## src/rtl/nand4_bist_if.sv

```systemverilog
// Purpose: bundles the BIST control/status and NAND-stage connections.
// Signals:
//   start    - one-cycle run request (master -> BIST)
//   y_in     - NAND output under test (master -> BIST)
//   a_out    - pattern driven onto the NAND inputs (BIST -> master)
//   busy     - run in progress
//   done     - one-cycle pulse after the last compare
//   pass     - last run saw zero mismatches
//   err_cnt  - saturating mismatch count
//   fail_vec - first failing pattern (zero unless fail logging is built in)
interface nand4_bist_if;
    logic       start;
    logic       y_in;
    logic [3:0] a_out;
    logic       busy;
    logic       done;
    logic       pass;
    logic [7:0] err_cnt;
    logic [3:0] fail_vec;

    modport master (
        output start, y_in,
        input  a_out, busy, done, pass, err_cnt, fail_vec
    );

    modport slave (
        input  start, y_in,
        output a_out, busy, done, pass, err_cnt, fail_vec
    );
endinterface

```

## src/rtl/nand4_bist.sv

```systemverilog
// Purpose: self-test sequencer for a 4-input NAND stage. Sweeps all 16 input
//          patterns PASSES times, holds each for HOLD cycles, compares the
//          sampled output with ~&a and reports a saturating mismatch count.
// Ports:
//   clk - rising-edge clock
//   rst - synchronous active-high reset
//   bus - nand4_bist_if.slave (start, y_in, a_out, busy, done, pass,
//         err_cnt, fail_vec)
// Build option: define NAND4_BIST_FAILLOG_EN to capture the first failing
//               pattern of a run on fail_vec; otherwise fail_vec reads 0.
module nand4_bist #(
    parameter int unsigned HOLD   = 20,
    parameter int unsigned PASSES = 2
) (
    input  logic         clk,
    input  logic         rst,
    nand4_bist_if.slave  bus
);

    localparam int unsigned NVEC   = 16 * PASSES;
    localparam int unsigned VEC_W  = $clog2(NVEC);
    localparam int unsigned HOLD_W = (HOLD > 1) ? $clog2(HOLD) : 1;
    localparam int unsigned ERR_W  = 8;

    localparam logic [VEC_W-1:0]  VEC_LAST  = VEC_W'(NVEC - 1);
    localparam logic [HOLD_W-1:0] HOLD_LAST = HOLD_W'(HOLD - 1);
    localparam logic [ERR_W-1:0]  ERR_MAX   = '1;

    typedef enum logic [1:0] {
        S_IDLE  = 2'd0,
        S_DRIVE = 2'd1,
        S_DONE  = 2'd2
    } state_t;

    state_t             state_q, state_d;
    logic [3:0]         a_q, a_d;
    logic [HOLD_W-1:0]  hold_q, hold_d;
    logic [VEC_W-1:0]   vec_q, vec_d;
    logic [ERR_W-1:0]   err_q, err_d;
    logic               busy_q, busy_d;
    logic               done_q, done_d;
    logic               pass_q, pass_d;
    logic [3:0]         fv_q, fv_d;
    logic               sample_c;
    logic               mismatch_c;

    // Compare happens on the last hold cycle of each pattern.
    assign sample_c   = (hold_q == HOLD_LAST);
    assign mismatch_c = sample_c && (bus.y_in != ~&a_q);

    // Next-state and output logic.
    always_comb begin
        state_d = state_q;
        a_d     = a_q;
        hold_d  = hold_q;
        vec_d   = vec_q;
        err_d   = err_q;
        busy_d  = busy_q;
        done_d  = 1'b0;
        pass_d  = pass_q;
        fv_d    = fv_q;

        case (state_q)
            S_IDLE: begin
                if (bus.start) begin
                    state_d = S_DRIVE;
                    a_d     = 4'd0;
                    hold_d  = '0;
                    vec_d   = '0;
                    err_d   = '0;
                    pass_d  = 1'b0;
                    busy_d  = 1'b1;
                    fv_d    = 4'd0;
                end
            end
            S_DRIVE: begin
                hold_d = hold_q + HOLD_W'(1);
                if (sample_c) begin
                    if (mismatch_c) begin
                        if (err_q != ERR_MAX) begin
                            err_d = err_q + ERR_W'(1);
                        end
                        // err_q==0 marks the first mismatch; the count never wraps back to 0.
                        if (err_q == '0) begin
                            fv_d = a_q;
                        end
                    end
                    a_d    = a_q + 4'd1;
                    hold_d = '0;
                    vec_d  = vec_q + VEC_W'(1);
                    if (vec_q == VEC_LAST) begin
                        state_d = S_DONE;
                        a_d     = 4'd0;
                        busy_d  = 1'b0;
                        done_d  = 1'b1;
                        pass_d  = (err_d == '0);
                    end
                end
            end
            S_DONE: begin
                state_d = S_IDLE;
            end
            default: begin
                state_d = S_IDLE;
                busy_d  = 1'b0;
            end
        endcase
    end

    // State register; reset wins over start.
    always_ff @(posedge clk) begin
        if (rst) begin
            state_q <= S_IDLE;
            a_q     <= 4'd0;
            hold_q  <= '0;
            vec_q   <= '0;
            err_q   <= '0;
            busy_q  <= 1'b0;
            done_q  <= 1'b0;
            pass_q  <= 1'b0;
        end else begin
            state_q <= state_d;
            a_q     <= a_d;
            hold_q  <= hold_d;
            vec_q   <= vec_d;
            err_q   <= err_d;
            busy_q  <= busy_d;
            done_q  <= done_d;
            pass_q  <= pass_d;
        end
    end

`ifdef NAND4_BIST_FAILLOG_EN
    // First-failure capture register.
    always_ff @(posedge clk) begin
        if (rst) begin
            fv_q <= 4'd0;
        end else begin
            fv_q <= fv_d;
        end
    end
    assign bus.fail_vec = fv_q;
`else
    assign fv_q         = 4'd0;
    assign bus.fail_vec = 4'd0;
`endif

    assign bus.a_out   = a_q;
    assign bus.busy    = busy_q;
    assign bus.done    = done_q;
    assign bus.pass    = pass_q;
    assign bus.err_cnt = err_q;

endmodule
```

## src/flat_wrapper.sv

```systemverilog
// flat-port wrapper written by rule: the top's interface ports become plain ports
module nand4_bist_flat 
#(
    parameter int unsigned HOLD   = 20,
    parameter int unsigned PASSES = 2
)
  (clk, rst, bus_start, bus_y_in, bus_a_out, bus_busy, bus_done, bus_pass, bus_err_cnt, bus_fail_vec);
  nand4_bist_if bus_i ();
  input  logic clk;
  input  logic rst;
  input wire logic [$bits(bus_i.start)-1:0] bus_start;
  input wire logic [$bits(bus_i.y_in)-1:0] bus_y_in;
  output wire logic [$bits(bus_i.a_out)-1:0] bus_a_out;
  output wire logic [$bits(bus_i.busy)-1:0] bus_busy;
  output wire logic [$bits(bus_i.done)-1:0] bus_done;
  output wire logic [$bits(bus_i.pass)-1:0] bus_pass;
  output wire logic [$bits(bus_i.err_cnt)-1:0] bus_err_cnt;
  output wire logic [$bits(bus_i.fail_vec)-1:0] bus_fail_vec;
  assign bus_i.start = bus_start;
  assign bus_i.y_in = bus_y_in;
  assign bus_a_out = bus_i.a_out;
  assign bus_busy = bus_i.busy;
  assign bus_done = bus_i.done;
  assign bus_pass = bus_i.pass;
  assign bus_err_cnt = bus_i.err_cnt;
  assign bus_fail_vec = bus_i.fail_vec;
  nand4_bist #(.HOLD(HOLD), .PASSES(PASSES)) u_core (.clk(clk), .rst(rst), .bus(bus_i));
endmodule
```

## config.mk

```make
export PLATFORM = sky130hd
export DESIGN_NAME = nand4_bist_flat
export DESIGN_NICKNAME = d
export VERILOG_FILES = /design/src/rtl/nand4_bist_if.sv /design/src/rtl/nand4_bist.sv /design/src/flat_wrapper.sv
export SDC_FILE = /design/constraint.sdc
export NUM_CORES = 1
export LEC_CHECK = 0
export ABC_AREA = 0
export BUFFER_PORTS_ARGS = -buffer_cell sky130_fd_sc_hd__buf_2
export CORE_AREA = 2 2 82 45
export CTS_CLUSTER_SIZE = 24
export DETAILED_ROUTE_END_ITERATION = 8
export DIE_AREA = 0 0 84 47
export MAX_ROUTING_LAYER = met4
export PLACE_DENSITY = 0.73
export SYNTH_ARGS = -nofsm -noshare
export SYNTH_HDL_FRONTEND = slang
export SYNTH_SLANG_ARGS = --single-unit
```

## constraint.sdc

```tcl
create_clock -name clk -period 1.95 [get_ports clk]
set_clock_uncertainty 0.05 [all_clocks]
set_input_delay 0.2925 -clock clk [delete_from_list [all_inputs] [get_ports clk]]
set_output_delay 0.2925 -clock clk [all_outputs]
set_load 0.02 [all_outputs]
```

==> flow_metrics.tcl <==
set metrics [dict create \
    clk_pin_slew_ns 0.09 \
    track_usage 0.2006 \
    path_delay_family "simple AND/OR/NAND/NOR gates" \
    synth_edf_count 0 \
    synth.mux.area_fraction 0.006364 \
    final_nets 215 \
    endpoint_kind "flop" \
    maxCapViolCount 0 \
    outcome "complete, no violations" \
    drt-initial-drc-count 64 \
    worstPathArrival_ns 2.00 \
    slew_violations 0 \
    crit_type "reg -> reg" \
    synth_flop_cell "dfxtp_1" \
    coreArea_um2 3247 \
    synth_warnings 0 \
    clk_path_buf_depth 2 \
    fin_util 0.5645 \
    synth_seq_area_share 0.3437 \
    syn_inst 177 \
    hold_ws_ns 0.3370 \
    crit_buf_inv 0 \
    synth_fa_ha_area_frac 0.03978 \
    clock-sinks 27 \
    tritoncts "done" \
    crit_fanout 4 \
    netlist_area_um2 1573 \
    final.setup.tns_ns 0 \
    antenna_cells 0 \
    setup_violations 0 \
    period_share 0.9511 \
    setup_ws_ns 0.09533 \
    dr.pass1.iters 4 \
    timing.critical_path.slowest_cell_delay_ns 0.45 \
    grt_pass1_vias 1289 \
    filler_cell_count 297 \
    synth-seq-cells 27 \
    grt_pass1_wl_um 5920 \
    synth_top_family_by_area "simple AND/OR/NAND/NOR gates" \
    synth_xor_area_frac 0.01671 \
    die_h_um 47 \
    drc_errors 0 \
    root_buffer "clkbuf_8" \
    required_ns 2.10 \
    die_x_um 84 \
    cellPowerDensity_nw_per_um2 538.1 \
    ir_drop_v 0.0002799 \
    vias 1439 \
    async_flop_share 0 \
    cts_max_level 1 \
    ctsHoldBuffers 0 \
    gp_congestion 0.8193 \
    final-hold-violation-count 0 \
    routedWlPerCell_um 15.11 \
    fmax_mhz 539.2 \
    power_leakage_nw 0.7532 \
    port_buffers 18 \
    crit_chain "ha_1 -> and3_1 -> ha_1 -> nand2_1 -> a21oi_1 -> or3b_2 -> o31ai_1" \
    ios 23 \
    start_util 0.4844 \
    dieArea_um2 3948 \
    critPathLaunchType "flop" \
    cp_slowest_cell "or3b_2" \
    synth_compound_area_frac 0.2522 \
    period_needed_ns 1.855 \
    dp_worst_setup_slack_ns -0.04645 \
    antenna_found_initial 0 \
    yosysUniqueCellTypes 54 \
    syn_area_per_cell_um2 8.886 \
    cts_buffers 3 \
    drive_above_1_share 0.2927 \
    clock_latency_ns 0.27 \
    drt_wl_total_um 3732 \
    grt_start_max_net_pins 19 \
    grt_overflow_total 0 \
    synth_simple_gate_area_frac 0.2546 \
    avgViaCountPerCell 5.826 \
    ant_nets 0 \
    hold_path_class "in -> reg" \
    crit_top_cell "ha_1" \
    synthToLayoutAreaGrowth_pct 16.55 \
    rows 15 \
    dp_hpwl_um 2776 \
]
-- final cells by class --
cell class | count | area [µm²] | area share
inverters | 4 | 15.01 | 0.008191
well taps | 42 | 52.55 | 0.02867
clock buffers | 3 | 41.29 | 0.02253
repair buffers | 36 | 225.2 | 0.1229
clock inverters | 1 | 5.005 | 0.002730
flip-flops and latches | 27 | 548.0 | 0.2990
multi-input cells | 134 | 945.9 | 0.5160
-- flip-flops by register name, summed over array words and instances, names as in the netlist --
| register | flops |
|---|---|
| u_core.bus.busy | 1 |
| u_core.bus.a_out | 4 |
| u_core.bus.pass | 1 |
| u_core.bus.err_cnt | 8 |
| u_core.state_q | 2 |
| u_core.vec_q | 5 |
| u_core.hold_q | 5 |
| u_core.bus.done | 1 |
-- kinds of logic (layout without fill, tap and decap cells) --
family,Yosys count,count (layout)
xor+xnor,3,3
mux,1,1
compound gates,57,57
fa+ha+maj,5,5
simple gates,64,64
flops,27,27
buf+inv,19,44
other cells,1,4
-- timing repair --
item	CTS	global route
buffers inserted	3	1
setup endpoints to repair	1	8
pin swaps	2	2
hold endpoints to repair	0	0
gates resized for setup	0	9
-- metal layers --
metal  up-vias  wire [µm]  GRT usage
met5         -          0          -
met2        35       1680     0.3296
met4         0          0    0.04516
met1       690       1890     0.2599
met3         0        161    0.04569
li1        714          -          -
-- cells in the final DEF (no fill, tap or decap), types with 3 or more instances in the layout --
master,netlist,routed
a211oi_1,4,3
a21oi_1,15,15
a311oi_1,3,3
a31oi_1,6,6
a41oi_1,3,3
and3_1,4,4
buf_2,4,18
buf_4,5,18
clkbuf_8,0,3
conb_1,1,4
dfxtp_1,27,23
dfxtp_2,0,3
ha_1,5,3
inv_1,4,4
nand2_1,8,8
nand3_1,9,9
nand4_1,4,4
nor2_1,14,14
nor3_1,4,4
o21ai_0,4,4
o21ai_1,5,5
or3_1,3,3
-- where the power goes --
group	leakage (nW)	internal (mW)	total [mW]	switching, mW
Clock	0.0255	0.143	0.319	0.175
Combinational	0.507	0.0364	0.0981	0.0618
Sequential	0.221	0.559	0.570	0.0109
Total	0.753	0.739	0.986	0.248
-- synth_stat cells, types with 2 or more instances --
| cell type | instances | share of area |
|---|---|---|
| inv_1 | 4 | 0.0095 |
| nor2_1 | 14 | 0.033 |
| nand3b_1 | 2 | 0.0095 |
| buf_6 | 5 | 0.036 |
| buf_2 | 4 | 0.013 |
| and3_1 | 4 | 0.016 |
| dfxtp_1 | 27 | 0.34 |
| a31oi_1 | 6 | 0.024 |
| a311oi_1 | 3 | 0.017 |
| nor3_2 | 2 | 0.013 |
| nor3_1 | 4 | 0.013 |
| o21ai_1 | 5 | 0.016 |
| o21ai_0 | 4 | 0.013 |
| a21o_1 | 2 | 0.0095 |
| nand2b_1 | 2 | 0.0080 |
| nand4_1 | 4 | 0.016 |
| ha_1 | 5 | 0.040 |
| nand2_1 | 8 | 0.019 |
| nand3_1 | 9 | 0.029 |
| a41oi_1 | 3 | 0.017 |
| a211oi_1 | 4 | 0.019 |
| a21oi_1 | 15 | 0.048 |
| buf_4 | 5 | 0.024 |
| nor2b_1 | 2 | 0.0080 |
| or3_1 | 3 | 0.012 |
| a22o_1 | 2 | 0.011 |
| xor2_1 | 2 | 0.011 |
-- final timing paths --
check	from	end	slack, ns	cells past startpoint
setup / recovery	u_core.vec_q[0]	u_core.bus.pass	0.1	7
hold / removal	rst	u_core.bus.a_out[0]	0.34	2
setup reg to reg	u_core.vec_q[0]	u_core.bus.pass	0.1	7
hold reg to reg	u_core.vec_q[3]	u_core.vec_q[3]	0.44	2
-- metrics by stage --
| step | cell area [µm²] | power, mW | std cells |
|---|---|---|---|
| 2_1_floorplan | 1590 | 0.6538 | 180 |
| 3_3_place_gp | 1720 | 0.6710 | 239 |
| 3_5_place_dp | 1720 | 0.6766 | 239 |
| 4_1_cts | 1789 | 0.9922 | 246 |
| 5_1_grt | 1833 | 1.031 | 247 |
| 6_report | 1833 | 0.9864 | 247 |
Power figures use the tool's default switching activity.
